$ cat src/rtl/regfile_pkg.sv
// rtl/regfile_pkg.sv - shared constants and helpers for the 2R1W register file
package regfile_pkg;

    localparam int RF_WIDTH_DEF = 8;
    localparam int RF_DEPTH_DEF = 8;

    // Replicated to any data width as {WIDTH{RF_ZERO_BIT}}
    localparam logic RF_ZERO_BIT = 1'b0;

    // DEPTH=2 still needs one address bit; larger depths round up to cover DEPTH-1
    function automatic int addr_width(input int depth);
        return (depth <= 2) ? 1 : $clog2(depth);
    endfunction

endpackage

$ cat src/rtl/rf_read_mux.sv
// rtl/rf_read_mux.sv - DEPTH:1 combinational read selector, out-of-range selects zero
module rf_read_mux
    import regfile_pkg::*;
#(
    parameter int WIDTH = RF_WIDTH_DEF,
    parameter int DEPTH = RF_DEPTH_DEF,
    parameter int AW    = addr_width(DEPTH)
) (
    input  logic [WIDTH*DEPTH-1:0] data_flat,
    input  logic [AW-1:0]          sel,
    output logic [WIDTH-1:0]       dout,
    output logic                   oor
);

    // A select that matches no register leaves dout at zero and flags oor
    always_comb begin
        dout = {WIDTH{RF_ZERO_BIT}};
        oor  = 1'b1;
        for (int i = 0; i < DEPTH; i++) begin
            if (sel == AW'(i)) begin
                dout = data_flat[i*WIDTH +: WIDTH];
                oor  = 1'b0;
            end
        end
    end

endmodule

$ cat src/rtl/regfile_2r1w_sync.sv
// rtl/regfile_2r1w_sync.sv - register file, 1 write / 2 registered reads with write bypass
module regfile_2r1w_sync
    import regfile_pkg::*;
#(
    parameter int WIDTH    = RF_WIDTH_DEF,
    parameter int DEPTH    = RF_DEPTH_DEF,
    parameter int AW       = addr_width(DEPTH),
    parameter bit ZERO_REG = 1'b0
) (
    input  logic             clk,
    input  logic             rst_n,
    input  logic             we,
    input  logic [AW-1:0]    wa,
    input  logic [WIDTH-1:0] wd,
    input  logic             re_a,
    input  logic [AW-1:0]    ra_a,
    output logic [WIDTH-1:0] rd_a,
    output logic             vld_a,
    input  logic             re_b,
    input  logic [AW-1:0]    ra_b,
    output logic [WIDTH-1:0] rd_b,
    output logic             vld_b,
    output logic             err
);

    localparam logic [AW:0] DEPTH_W = (AW+1)'(DEPTH);

    logic [WIDTH-1:0]       mem [DEPTH];
    logic [WIDTH*DEPTH-1:0] mem_flat;
    logic [WIDTH-1:0]       mux_a, mux_b;
    logic [WIDTH-1:0]       nxt_a, nxt_b;
    logic                   oor_a, oor_b;
    logic                   wa_oor;
    logic                   wr_ok;

    for (genvar g = 0; g < DEPTH; g++) begin : g_flat
        assign mem_flat[g*WIDTH +: WIDTH] = mem[g];
    end

    rf_read_mux #(.WIDTH(WIDTH), .DEPTH(DEPTH), .AW(AW)) u_mux_a (
        .data_flat (mem_flat),
        .sel       (ra_a),
        .dout      (mux_a),
        .oor       (oor_a)
    );

    rf_read_mux #(.WIDTH(WIDTH), .DEPTH(DEPTH), .AW(AW)) u_mux_b (
        .data_flat (mem_flat),
        .sel       (ra_b),
        .dout      (mux_b),
        .oor       (oor_b)
    );

    assign wa_oor = ({1'b0, wa} >= DEPTH_W);
    assign wr_ok  = we && !wa_oor && !(ZERO_REG && (wa == '0));

    // Write-first bypass; hardwired zero and out-of-range reads override it
    always_comb begin
        nxt_a = mux_a;
        if (wr_ok && (wa == ra_a))
            nxt_a = wd;
        if (oor_a || (ZERO_REG && (ra_a == '0)))
            nxt_a = {WIDTH{RF_ZERO_BIT}};
    end

    always_comb begin
        nxt_b = mux_b;
        if (wr_ok && (wa == ra_b))
            nxt_b = wd;
        if (oor_b || (ZERO_REG && (ra_b == '0)))
            nxt_b = {WIDTH{RF_ZERO_BIT}};
    end

    always_ff @(posedge clk or negedge rst_n) begin
        if (!rst_n) begin
            for (int i = 0; i < DEPTH; i++)
                mem[i] <= '0;
        end else if (wr_ok) begin
            mem[wa] <= wd;
        end
    end

    always_ff @(posedge clk or negedge rst_n) begin
        if (!rst_n) begin
            rd_a  <= '0;
            rd_b  <= '0;
            vld_a <= 1'b0;
            vld_b <= 1'b0;
            err   <= 1'b0;
        end else begin
            vld_a <= re_a;
            vld_b <= re_b;
            if (re_a)
                rd_a <= nxt_a;
            if (re_b)
                rd_b <= nxt_b;
            if ((re_a && oor_a) || (re_b && oor_b) || (we && wa_oor))
                err <= 1'b1;
        end
    end

endmodule

$ cat config.mk
export PLATFORM = sky130hd
export DESIGN_NAME = regfile_2r1w_sync
export DESIGN_NICKNAME = d
export VERILOG_FILES = /design/src/rtl/regfile_pkg.sv /design/src/rtl/rf_read_mux.sv /design/src/rtl/regfile_2r1w_sync.sv
export SDC_FILE = /design/constraint.sdc
export NUM_CORES = 1
export LEC_CHECK = 0
export ABC_AREA = 1
export CORE_ASPECT_RATIO = 2
export CORE_MARGIN = 1
export CORE_UTILIZATION = 51
export DETAILED_ROUTE_END_ITERATION = 8
export PLACE_DENSITY = 0.69
export SLEW_MARGIN = 10
export SYNTH_ARGS = -nofsm -noshare
export SYNTH_HDL_FRONTEND = slang
export SYNTH_SLANG_ARGS = --single-unit
export TNS_END_PERCENT = 5
$ cat constraint.sdc
create_clock -name clk -period 1.3 [get_ports clk]
set_input_delay 0.325 -clock clk [delete_from_list [all_inputs] [get_ports clk]]
set_output_delay 0.325 -clock clk [all_outputs]
set_load 0.02 [all_outputs]
Word-level counts from Yosys, hierarchy flattened. Index checks and enable logic that the tools add are counted. Widths: inputs -> output; s select.

Word-level logic and storage cells: 79. Register bits: 83. Output and inout port bits: 19. Input port bits: 22.

Order comparisons: 2. Bitwise gates (word level): 1. Eq/ne operators: 16. Reduce and logical (&&, ||, !) cells: 8. Multiplexer cells: 39.

Operators by type and width (number): $mux 8 (21); $bwmux 64 (1); $demux 8 s3 (1); $eq 3x3->1 const B (8); $mux 1 (16); $eq 3x2->1 const B (4); $eq 3x1->1 const B (2); $eq 3x3->1 (2); $logic_not 3->1 (2); $logic_and 1x1->1 (5); $ge 4x4->1 const B (1); $lt 4x1->1 const B (1); $not 3->4 (1); $logic_or 1x1->1 (1).

Logic depth before layout (Yosys ltp). Gate-level depths: netlist of run 1.

Word-level depth: 11. Gate-level depth with buffers: 11. Mapped depth without buffers: 10.

By module. From an unflattened synthesis of run 1, not the netlist that was laid out.

Cells, all modules: 600. Area total of the unflattened synthesis: 4573.1 um^2.

By module, submodules not included: regfile_2r1w_sync (times used 1, sequential area each 2077.0 um^2, area an instance 3379.5 um^2, cells an instance 374); rf_read_mux (times used 2, sequential area each 0.0 um^2, area an instance 596.8 um^2, cells an instance 113).

Worst setup path after synthesis of run 1. OpenSTA, ideal clock, no wires.

Path type: input to register. Start: input port ra_b[0]. End: register rd_b[0]. Required time: 1184 ps. Stages: 11. Library setup time: 116 ps. Slack: -18 ps. Buffers on the path: 1. Data arrival time: 1202 ps. Cell sequence: buf_6 inv_6 nor2_1 nor2_1 nand2_1 nor2_4 inv_4 o21ai_1 inv_1 nand2_1 nand2_1.

Word-level cells in the longest chain between the ends: 11.

RTL lines: start, declared (line regfile_2r1w_sync.sv:20) `input logic [AW-1:0] ra_b,`; $logic_not 3->1 (line rf_read_mux.sv:20) `if (sel == AW'(i)) begin`; $mux 8 (8 in a row) (line rf_read_mux.sv:20); $mux 8 (line regfile_2r1w_sync.sv:68) `if (wr_ok && (wa == ra_b))`; $mux 8 (*) (line regfile_2r1w_sync.sv:70) `if (oor_b || (ZERO_REG && (ra_b == '0)))`; end signal, assigned (line regfile_2r1w_sync.sv:96) `rd_b <= nxt_b;`; end, declared (line regfile_2r1w_sync.sv:21) `output logic [WIDTH-1:0] rd_b,`.

Mark *: on every way between the ends. The rest lies on a longest branch, timed or not. A chain may end at the register's enable or synchronous reset.

Worst setup path in the final report of run 1.
Start: register rd_a[3]. End: output port rd_a[3].

RTL lines: start, declared (line regfile_2r1w_sync.sv:17) `output logic [WIDTH-1:0] rd_a,`; start signal, assigned (line regfile_2r1w_sync.sv:94) `rd_a <= nxt_a;`.

No word-level cell between the ends.

==> results of run 1 <==
-- metrics by stage --
stage	hold slack [ps]	utilization (%)	power (mW)	instance area [um^2]
2_1_floorplan	29.4	-	4.33	4570
3_3_place_gp	364	64.6	5.16	5580
3_5_place_dp	371	64.6	5.21	5580
4_1_cts	28.8	70.4	8.39	6090
5_1_grt	27.2	71.7	8.86	6200
6_report	-44.5	71.7	8.47	6200
-- worst paths after layout --
kind                         start      end  slack (ps)  depth (start not counted)
min in group clk               err      err         370                          0
setup reg to reg           mem[51]  rd_a[3]          90                          6
max in group asynchronous    rst_n  mem[48]         910                          2
hold / removal               rst_n   mem[3]         -40                          2
setup / recovery           rd_a[3]  rd_a[3]          20                          1
hold reg to reg                err      err         370                          0
-- flip-flops by register name (all words and copies together), names as in the netlist --
register and count:
vld_b 1, rd_b 8, err 1, vld_a 1, rd_a 8, mem 64
-- logic make-up after synthesis --
logic type      after synthesis
simple gates                370
compound gates               79
xor+xnor                      2
flops                        83
buf+inv                      99
-- synthesized netlist by cell type --
master	instances
or2_2	1
nor2_1	70
o21ai_1	8
nand3_2	1
a21oi_1	1
dfrtp_1	83
nor2_4	3
nand3_1	25
clkbuf_1	12
nand2_1	202
nor3_2	4
nand2_4	1
nand2_2	1
inv_4	2
xnor2_1	2
o21ai_0	70
clkinv_1	1
buf_4	2
inv_2	6
buf_6	5
inv_1	64
buf_2	6
nand4_1	61
nor2_2	1
inv_6	1
-- layer usage --
metal / global-route usage (%) / part of all wire (%) / wire length (um) / vias up
li1: - / - / - / 2280
met1: 37.0 / 34 / 5180 / 2261
met2: 60.2 / 54 / 8210 / 222
met3: 8.00 / 5.4 / 828 / 79
met4: 24.1 / 6.6 / 1000 / 0
met5: 0 / 0 / 0 / -
-- power groups by stage --
stage	clock [mW]	sequential, mW	combinational, mW
after CTS	3.23	3.42	1.74
after floorplan	0	3.46	0.863
final	3.20	3.45	1.82
after detailed placement	0	3.47	1.74
after global placement	0	3.45	1.70
after global routing	3.33	3.50	2.02
-- final cells by class --
type | count | area, um^2 | area share, %
Clock buffer | 9 | 225 | 3.63
Clock inverter | 7 | 148 | 2.38
Inverter | 74 | 293 | 4.72
Multi-Input combinational cell | 451 | 2160 | 34.9
Sequential cell | 83 | 2080 | 33.6
Tap cell | 100 | 125 | 2.02
Timing Repair Buffer | 124 | 1170 | 18.8
-- timing repair --
| item | CTS | global route |
|---|---|---|
| endpoints found under the setup margin | 95 | 24 |
| pin swaps | 13 | 12 |
| gates resized for setup | 120 | 50 |
| buffers inserted | 10 | 7 |
| cloned | 1 | 0 |
==> flow_summary.ini, run 1 <==
[run_status]
status = complete, but fails checks
failed_checks = hold timing

[sta]
slew_violations = 0
fin_skew_ps = 7.06
setup_tns_ps = 0
rsz0062_at_grt = yes
min_period_ps = 1280
fin_crit_sh_pct = 98.7
worst_slew_pin_slew_ps = 494
relSlewSlack_pct = 67.1
worst_slack_ps = 17.5
fmax_mhz = 780
final_hold_viol_count = 17
setup_viol = 0
whs_ps = -44.5

[route]
avgRoutedWirePerCell_um = 18.0
wirelength_um = 15200
vias_per_cell = 5.71
drcViolationCount = 0
drtPass1Iterations = 8
vias = 4842
drt_iter0_drc = 379
antenna_left = 0

[clock_tree]
cts_sinks = 83
clk_latency_ps = 340
hold_buffers = 0
cts_max_level = 3
clkTransAtPathRegs_ps = 70
cts_tree = built
cts-root-buf = clkbuf_16
cts_max_path_buffers = 2
cts_buffers = 9

[critical_path]
max_stage_delay_ps = 460
critPathArrivalTime_ps = 960
cp_slowest_cell = dfrtp_2
worstSetupEndpointType = output pin
startpoint_type = register
crit_fanout = 2
path_buf_inv = 1
crit_type = register to output pin
cpLargestDelayFamily = flip-flops
crit_chain = buf_6
critPathRequiredTime_ps = 980

[logic_synthesis]
ys_types = 25
synth.area.mux_share_pct = 0
yosysWarnings = 0
netlist.area_leader.share_pct = 45.5
synth_top_family_by_area = simple AND/OR/NAND/NOR gates
synthSimpleGateAreaFrac_pct = 36.0
yosys_register_bits = 83
synth_xor_area_share_pct = 0.384
synth_compound_area_share_pct = 8.66
netlist_area_um2 = 4570
synthTopCellsByArea = dfrtp_1, nand2_1, nand4_1
synth_top_area_cell = dfrtp_1
synth.avg_cell_area_um2 = 7.21
syn_inst = 633
ys_seq_area_share_pct = 45.5
synthAdderAreaFrac_pct = 0
synth_nets = 655

[layout]
drive_above_1_share_pct = 23.7
area_growth_pct = 35.9
n_fill_cell = 701
layout_commonest_cell = nand2_1
final_cell_mix = nand2_1, dfrtp_1, o21ai_0, nor2_1
nNetsFinal = 765
diodes = 0
layoutNonFillerInstCount = 848

[power]
power.density_nw_per_um2 = 1360
switchingPower_mw = 2.57
p_seq_share_pct = 40.7
ir_drop_mv = 1.10
pwr-share-clk_pct = 37.8
switching_share_pct = 30.4
p_leak_nw = 3.12
combPwrFrac_pct = 21.5
cell_internal_pwr_mw = 5.89

[placement]
dp.cells = 815
place_ws_ps = -735
hpwl_um = 10900
portBuffers = 40
gp_congestion = 0.998

[die]
die_w_um = 68.9
start_util_pct = 52.8
die_height_um = 136
row_count = 48
ios = 41
die-area_um2 = 9360
fp.coreArea_um2 = 8650

[flow_run]
drv_cap = 0

[grt]
grt_max_degree = 84
antenna_found_initial = 0
grt_pass1_wl_um = 23900
overflow = 0
grt_util_all_layers_pct = 35.5
grt_pass1_vias = 4751

[worst_hold_path]
min_path_type = input port to async pin
Power figures use the tool's default switching activity.
==> run 2, diff against run 1 <==
--- a/config.mk
+++ b/config.mk
@@ -9,8 +9,11 @@
 export CORE_ASPECT_RATIO = 2
 export CORE_MARGIN = 1
 export CORE_UTILIZATION = 51
+export CTS_BUF_LIST = sky130_fd_sc_hd__clkbuf_8 sky130_fd_sc_hd__clkbuf_16
 export DETAILED_ROUTE_END_ITERATION = 8
+export HOLD_SLACK_MARGIN = 0.1
 export PLACE_DENSITY = 0.69
+export SETUP_SLACK_MARGIN = 0.5
 export SLEW_MARGIN = 10
 export SYNTH_ARGS = -nofsm -noshare
 export SYNTH_HDL_FRONTEND = slang
==> run 2 against run 1 <==
  * The flow still finishes with violations (hold timing)
  * Clock power decreased by 17%
  * Fmax increased by 0.48%
  * Total power decreased by 5.5%
  * Flip-flop and latch count unchanged
  * Clock skew decreased by 1.4 ps
  * Final cell count increased by 0.24%
  * Die area unchanged
  * Combinational power increased by 5%
  * Global-route usage decreased by 1.4 points
  * Largest cell class unchanged
  * Highest routed layer unchanged
==> flow_summary.ini, run 2 (synthesized netlist as in run 1, its figures left out) <==
[route]
vias = 4844
antenna_left = 0
drcViolationCount = 0
vias_per_cell = 5.70
dr_wl_met2_um = 8270
drt_iter0_drc = 430
wirelength_um = 15400
avgRoutedWirePerCell_um = 18.1
drtPass1Iterations = 5
dr_wl_met3_um = 803
top_layer = met4
met1Wirelength_um = 5220

[critical_path]
startpoint = rd_a[3]
path_buf_inv = 1
startpoint_type = register
cp_slowest_cell = dfrtp_1
crit_type = register to output pin
critPathRequiredTime_ps = 980
reg2regPathDepth = 8
r2r_slack_ps = 110
max_stage_delay_ps = 450
crit_chain = buf_6
worstSetupEndpointType = output pin
r2r_start = mem[48]
cpLargestDelayFamily = flip-flops
r2r_end = rd_b[0]
critPathArrivalTime_ps = 950
crit_fanout = 2

[placement]
place_area_um2 = 5630
gp_congestion = 0.976
dp.cells = 818
hpwl_um = 11100
place_ws_ps = -766
portBuffers = 40

[clock_tree]
cts_tree = built
clkTransAtPathRegs_ps = 60
cts_max_level = 3
cts_max_path_buffers = 2
clk_latency_ps = 340
cts_sinks = 83
cts-root-buf = clkbuf_16
cts_buffers = 9

[flow_run]
drv_cap = 0

[sta]
fin_skew_ps = 5.69
fmax_mhz = 783
fin_crit_sh_pct = 98.2
final_hold_viol_count = 47
setup_viol = 0
slew_violations = 0
min_period_ps = 1280
whs_ps = -50.7
relSlewSlack_pct = 68.6
worst_slack_ps = 23.6
rsz0062_at_grt = yes
worst_slew_pin_slew_ps = 470
setup_tns_ps = 0

[layout]
final_cell_mix = nand2_1, dfrtp_1, o21ai_0
n_fill_cell = 696
top_regs = mem x64, rd_a x8, rd_b x8
area_growth_pct = 38.6
largest_reg_flops = 64
drive_above_1_share_pct = 24.6
layoutNonFillerInstCount = 850
layout_commonest_cell = nand2_1
final_util_pct = 73.2
nNetsFinal = 766
stdcell_area_um2 = 6330
top_register = mem

[grt]
grt_util_all_layers_pct = 34.2
antenna_found_initial = 1
grt_max_degree = 48
grt_pass1_wl_um = 23000
grt_pass1_vias = 4687
overflow = 0

[power]
power.density_nw_per_um2 = 1260
power_mw = 8.00
ir_drop_mv = 1.32
p_leak_nw = 3.17

[die]
start_util_pct = 52.8
die_height_um = 136
ios = 41
row_count = 48
die_w_um = 68.9
die-area_um2 = 9360
fp.coreArea_um2 = 8650

[worst_hold_path]
min_path_type = input port to async pin

[run_status]
status = complete, but fails checks
failed_checks = hold timing
[run 2: layer usage]
| metal | GRT usage, % | vias to the layer above |
|---|---|---|
| li1 | - | 2279 |
| met1 | 36.2 | 2245 |
| met2 | 58.0 | 229 |
| met3 | 6.65 | 91 |
| met4 | 23.2 | 0 |
| met5 | 0 | - |
[run 2: worst max path at each step]
stage	endpoint	slack, ps	cells past startpoint
3_3_place_gp	rd_b[4]	-740	11
2_1_floorplan	rd_b[1]	-10	11
3_5_place_dp	rd_b[4]	-770	11
5_1_grt	rd_a[1]	30	1
4_1_cts	rd_a[1]	20	1
6_report	rd_a[3]	20	1
[run 2: final cells by class]
type / count / area [um^2] / share of cell area [%]
Multi-Input combinational cell: 451 / 2220 / 35.0
Clock buffer: 11 / 253 / 3.99
Tap cell: 100 / 125 / 1.98
Clock inverter: 5 / 60.1 / 0.949
Timing Repair Buffer: 125 / 1290 / 20.4
Sequential cell: 83 / 2080 / 32.9
Inverter: 74 / 304 / 4.80
Antenna cell: 1 / 2.50 / 0.0395
[run 2: report_power, final]
part / switching, mW / internal (mW) / total, mW
Combinational: 1.11 / 0.803 / 1.91
Clock: 1.06 / 1.60 / 2.66
Sequential: 0.370 / 3.06 / 3.43
[run 2: repair_timing]
action,in CTS,in global routing
endpoints found under the hold margin,83,53
cloned,0,3
endpoints found under the setup margin,99,99
buffers inserted,5,7
gates resized for setup,140,71
pin swaps,19,25
==> run 3, diff against run 2 <==
--- a/config.mk
+++ b/config.mk
@@ -11,6 +11,7 @@
 export CORE_UTILIZATION = 51
 export CTS_BUF_LIST = sky130_fd_sc_hd__clkbuf_8 sky130_fd_sc_hd__clkbuf_16
 export DETAILED_ROUTE_END_ITERATION = 8
+export GPL_TIMING_DRIVEN = 0
 export HOLD_SLACK_MARGIN = 0.1
 export PLACE_DENSITY = 0.69
 export SETUP_SLACK_MARGIN = 0.5
==> run 3 against run 2 <==
  * The flow finishes with violations (hold timing, setup timing)
  * Die area is the same
  * Fmax shrank 3.0%
  * Via count shrank 6.0%
  * Highest routed layer unchanged
==> flow_summary.ini, run 3 (synthesized netlist as in run 1, its figures left out) <==
[run_status]
status = complete, but fails checks
failed_checks = hold timing, setup timing

[placement]
gp_congestion = 1.05
place_area_um2 = 5070
place_ws_ps = -889
dp.cells = 769
hpwl_um = 11000
portBuffers = 35

[sta]
setup_viol = 1
worst_slack_ps = -15.6
worst_slew_pin_slew_ps = 512
final_hold_viol_count = 38
rsz0062_at_grt = yes
setup_tns_ps = -15.6
whs_ps = -52.7
fmax_mhz = 760
fin_skew_ps = 9.25
slew_violations = 0
relSlewSlack_pct = 65.9
min_period_ps = 1320
fin_crit_sh_pct = 101

[critical_path]
critPathRequiredTime_ps = 1540
cpLargestDelayFamily = simple AND/OR/NAND/NOR gates
max_stage_delay_ps = 450
crit_fanout = 2
r2r_end = rd_a[1]
startpoint_type = register
crit_cells = 6
r2r_start = mem[33]
reg2regPathDepth = 6
crit_chain = nand4_1 > nand4_1 > nor2_1 > nand4_1 > nand2_1 > nand2_1
cp_slowest_cell = dfrtp_2
startpoint = mem[33]
crit_top_cell = nand4_1
crit_end = rd_a[1]
r2r_slack_ps = -20
crit_type = register to register
worstSetupEndpointType = register
critPathArrivalTime_ps = 1550
path_buf_inv = 0

[route]
drt_iter0_drc = 361
vias = 4552
vias_per_cell = 5.71
wirelength_um = 15300
drcViolationCount = 0
drtPass1Iterations = 5
antenna_left = 0
avgRoutedWirePerCell_um = 19.1

[die]
ios = 41
die_height_um = 136
fp.coreArea_um2 = 8650
die_w_um = 68.9
start_util_pct = 52.8
die-area_um2 = 9360
row_count = 48

[layout]
diodes = 0
largest_reg_flops = 64
layoutNonFillerInstCount = 797
top_regs = mem x64, rd_a x8, rd_b x8
drive_above_1_share_pct = 27.5
area_growth_pct = 34.4
layout_commonest_cell = nand2_1
n_fill_cell = 716
top_register = mem
stdcell_area_um2 = 6130
nNetsFinal = 714
final_cell_mix = nand2_1, dfrtp_1, nand4_1, nor2_1, inv_1
final_util_pct = 70.9

[clock_tree]
cts_tree = built
cts_max_path_buffers = 2
clk_latency_ps = 340
cts_buffers = 9
cts_max_level = 3
cts-root-buf = clkbuf_16
cts_sinks = 83
clkTransAtPathRegs_ps = 70

[power]
p_leak_nw = 3.03
ir_drop_mv = 1.10
power_mw = 8.38
power.density_nw_per_um2 = 1370

[grt]
grt_util_all_layers_pct = 35.0
grt_max_degree = 46
grt_pass1_vias = 4577
antenna_found_initial = 0
grt_pass1_wl_um = 23000
overflow = 0

[worst_hold_path]
min_path_type = input port to async pin

[flow_run]
drv_cap = 0
==> run 3: worst min-delay path by stage <==
stage	to	slack, ps	cells after the start
detailed placement	mem[0]	320	1
finish	mem[3]	-50	1
global route	mem[0]	-3	1
CTS	mem[0]	-40	1
global placement	err	440	1
floorplan	err	30	0
==> run 3: area by class of cell <==
cell class | instances | area [um^2] | area share [%]
Inverter | 74 | 335 | 5.47
Clock buffer | 10 | 239 | 3.90
Buffer | 25 | 289 | 4.71
Multi-Input combinational cell | 451 | 2440 | 39.9
Timing Repair Buffer | 48 | 527 | 8.59
Sequential cell | 83 | 2080 | 33.9
Tap cell | 100 | 125 | 2.04
Clock inverter | 6 | 96.3 | 1.57
==> run 3: where the power goes <==
part | leakage [nW] | total, mW | switching [mW] | internal, mW
clock network | 0.161 | 2.84 | 1.08 | 1.76
registers | 1.04 | 3.46 | 0.400 | 3.06
logic | 1.83 | 2.07 | 1.23 | 0.843
total | 3.03 | 8.38 | 2.72 | 5.66
==> run 3: worst reg2reg max path, cell delays in order (launching register included) <==
cell	delay [ps]
dfrtp_2	450
nand4_1	90
nand4_1	120
nor2_1	120
nand4_1	240
nand2_1	130
nand2_1	60
==> run 3: per-layer routing <==
layer / wire length [um] / track usage, %
met1: 5040 / 34.9
met2: 7920 / 56.5
met3: 707 / 6.40
met4: 1590 / 35.1
met5: 0 / 0
==> run 3: timing repair <==
item,4_1_cts,5_1_grt
cloned,1,0
endpoints found under the setup margin,99,100
gates resized for setup,126,288
setup buffers,7,4
hold endpoints to repair,38,38
pin swaps,21,88
==> patch (config.mk and constraints of run 3) <==
Set the package constant `RF_DEPTH_DEF` to 16 (it was 8).
--- a/src/rtl/regfile_pkg.sv
+++ b/src/rtl/regfile_pkg.sv
@@ -4,3 +4,3 @@
     localparam int RF_WIDTH_DEF = 8;
-    localparam int RF_DEPTH_DEF = 8;
+    localparam int RF_DEPTH_DEF = 16;
 
Ports: changed (resized ra_a, ra_b and wa); port bits go from 41 to 44. No check against the original RTL was run, so the function may have changed too.
==> patch against run 3 <==
The run still ends with negative hold slack, negative setup slack left. Setup slack worse by 0.39 ns. Global-route usage grew 5.6 points. Total power up 79%. Wire length grew 110%. Design area up 77%. Area after synthesis increased by 76%. Sequential cell count rose by 64. Largest cell class unchanged.
==> patch: results (changes against run 3) <==
- The flow ran to the end, but the final reports show violations.
- The final reports fail on negative hold slack, negative setup slack.
- Total track usage: 0.407 (+0.0563)
- Number of post-CTS setup repair buffers: 20 (+13)
- The per-cell via count in the routed design came to 5.82 (+1.9%).
- Capture instance of the worst register-to-register path: rd_a[1]$_DFFE_PN0P_
- Number of nets in the layout: 1,272 (+78%)
* Number of cells on the worst reg-to-reg path: 12 (+6)
- The post-route worst hold slack was -0.197 ns (-0.145 ns).
- Post-CTS sizing: 453 (+260%)
* R2R setup slack: -0.40 ns (-0.39 ns)
- The CTS H-tree depth is 4 (+1).
* Buffer cell driving the clock tree root: sky130_fd_sc_hd__clkbuf_16
- The clock tree skew after final layout is 0.00761 ns (-0.00164 ns).
- The path class of the tightest hold or removal check is input port to asynchronous set/reset pin.
- Switching power: 5.16 mW (+90%)
- The pin count of the biggest net entering global routing is 89 (+93%).
- The count of buffers from port buffering came to 33 (-5.7%).
- Cell types with the largest area share after synthesis: sky130_fd_sc_hd__dfrtp_1 (46%), sky130_fd_sc_hd__nand2_1 (17%), sky130_fd_sc_hd__o21ai_0 (8.2%)
* Average wire per cell in the routed design: 22.2 um (+16%)
* Final setup vio count: 39 (+38)
- Wire length of the first global-routing pass: 48,400 um (+110%)
- Max-Slew Margin vs Limit: 0.524 (-0.135)
* Dpl hpwl: 22,600 um (+110%)
- Maximum ir drop on the vdd rail: 1050 uV (-4.7%)
- DRT iter0 DRCs: 653 (+81%)
- Post-synthesis cell type count: 23 (-8.0%)
- Clock Path Buffers: 2 (unchanged)
- Startpoint of the worst register-to-register path: mem[121]$_DFFE_PN0P_
- The number of warnings reported in the yosys synthesis log is 0 (unchanged).
* Via count of the first global-routing pass: 8,464 (+85%)
- Last element of the critical path: rd_a[1]$_DFFE_PN0P_
* Worst EP arrival: 2.04 ns (+0.49 ns)
- The number of nets produced by synthesis was 1,190 (+82%).
- After clock tree synthesis, the clock-pin slew on the worst setup and hold paths is around 0.060 ns.
* Final RePlAce weighted congestion: 1.02 (-2.7%)
* Length of the first detailed-routing pass in iterations: 8 (+3)
- Setup slack after layout: -0.404 ns (-0.389 ns)
* CP Max Fanout: 2 (unchanged)
- The largest registers in the layout are mem x128, rd_a x8, rd_b x8.
* Sequential area share after synthesis: 0.458 (+0.00267)
- Cell Area, Placed: 8690 um^2 (+71%)
- The number of antenna violations at the first check in global routing is 0 (unchanged).
- The clock latency at the later pin of the worst-skew pair is 0.45 ns (+0.11 ns).
- TritonCTS Buffers: 17 (+8)
- Leakage power: 4.93 nW (+63%)
- Ranking of synthesized cells by instance count: sky130_fd_sc_hd__nand2_1 (373), sky130_fd_sc_hd__dfrtp_1 (147), sky130_fd_sc_hd__nor2_1 (146)
- Fraction of layout cells with a size suffix above 1: 0.280 (+0.00469)
* Final hold viol count: 59 (+55%)
## patch: cell types whose count changed in the layout (fill, tap and decap cells not counted), moves of 21 or more
cell                      before  now
sky130_fd_sc_hd__nor2_1       59  111
sky130_fd_sc_hd__inv_1        54  122
sky130_fd_sc_hd__dfrtp_1      82  147
sky130_fd_sc_hd__a21oi_2       1   22
sky130_fd_sc_hd__o21ai_0      11   54
sky130_fd_sc_hd__nand2_1     178  321
sky130_fd_sc_hd__nor2_4        9   35
## patch: metrics by stage
stage | total power, mW | setup WS (ns) | TNS [ns] | cells
floorplan | 7.76 | -0.270 | -15.30 | 1165
detailed placement | 9.04 | -1.44 | -141.48 | 1397
finish | 15.0 | -0.404 | -5.51 | 1458
CTS | 14.4 | -0.469 | -4.71 | 1451
global placement | 8.98 | -6.17 | -1044.64 | 1396
global route | 15.6 | -0.504 | -7.56 | 1458
## patch: cells by family (layout without fill, tap and decap cells)
family,Yosys count,after routing,synth area share
xor+xnor,2,2,0.00218
buf+inv,185,280,0.0879
simple gates,653,653,0.340
compound gates,178,178,0.112
flops,147,147,0.458
## patch: metal layers
metal	share of wire	GRT usage	up-vias	wire (um)
met5	0	0	-	0
met1	0.31	0.371	3987	9950
met4	0.13	0.419	0	4230
met3	0.056	0.0825	217	1810
li1	-	-	3870	-
met2	0.51	0.712	411	16400
## patch: power groups by stage
stage          clock network (mW)  logic [mW]  registers (mW)
2_1_floorplan                   0        1.54            6.23
3_5_place_dp                    0        2.62            6.42
3_3_place_gp                    0        2.56            6.42
6_report                     5.08        3.47            6.46
4_1_cts                      5.03        3.04            6.35
5_1_grt                      5.23        3.80            6.54
## patch: worst max-delay path, stage by stage (launching register included)
cell                      delay [ns]
sky130_fd_sc_hd__dfrtp_1        0.41
sky130_fd_sc_hd__nand3_1        0.11
sky130_fd_sc_hd__nand2_2        0.08
sky130_fd_sc_hd__nor2_4         0.10
sky130_fd_sc_hd__nand4_1        0.11
sky130_fd_sc_hd__nand2_1        0.10
sky130_fd_sc_hd__nand4_1        0.10
sky130_fd_sc_hd__nor2_2         0.12
sky130_fd_sc_hd__nand4_1        0.14
sky130_fd_sc_hd__nand2_2        0.14
sky130_fd_sc_hd__nand2_1        0.06
sky130_fd_sc_hd__nand2_1        0.07
sky130_fd_sc_hd__nand2_1        0.05
## patch: final cells by class
| type | instances | area [um^2] |
|---|---|---|
| Sequential cell | 147 | 3680 |
| Multi-Input combinational cell | 833 | 4620 |
| Buffer | 39 | 503 |
| Tap cell | 198 | 248 |
| Clock buffer | 20 | 467 |
| Timing Repair Buffer | 63 | 603 |
| Clock inverter | 12 | 129 |
| Inverter | 146 | 599 |
| Fill cell | 1264 | 4520 |
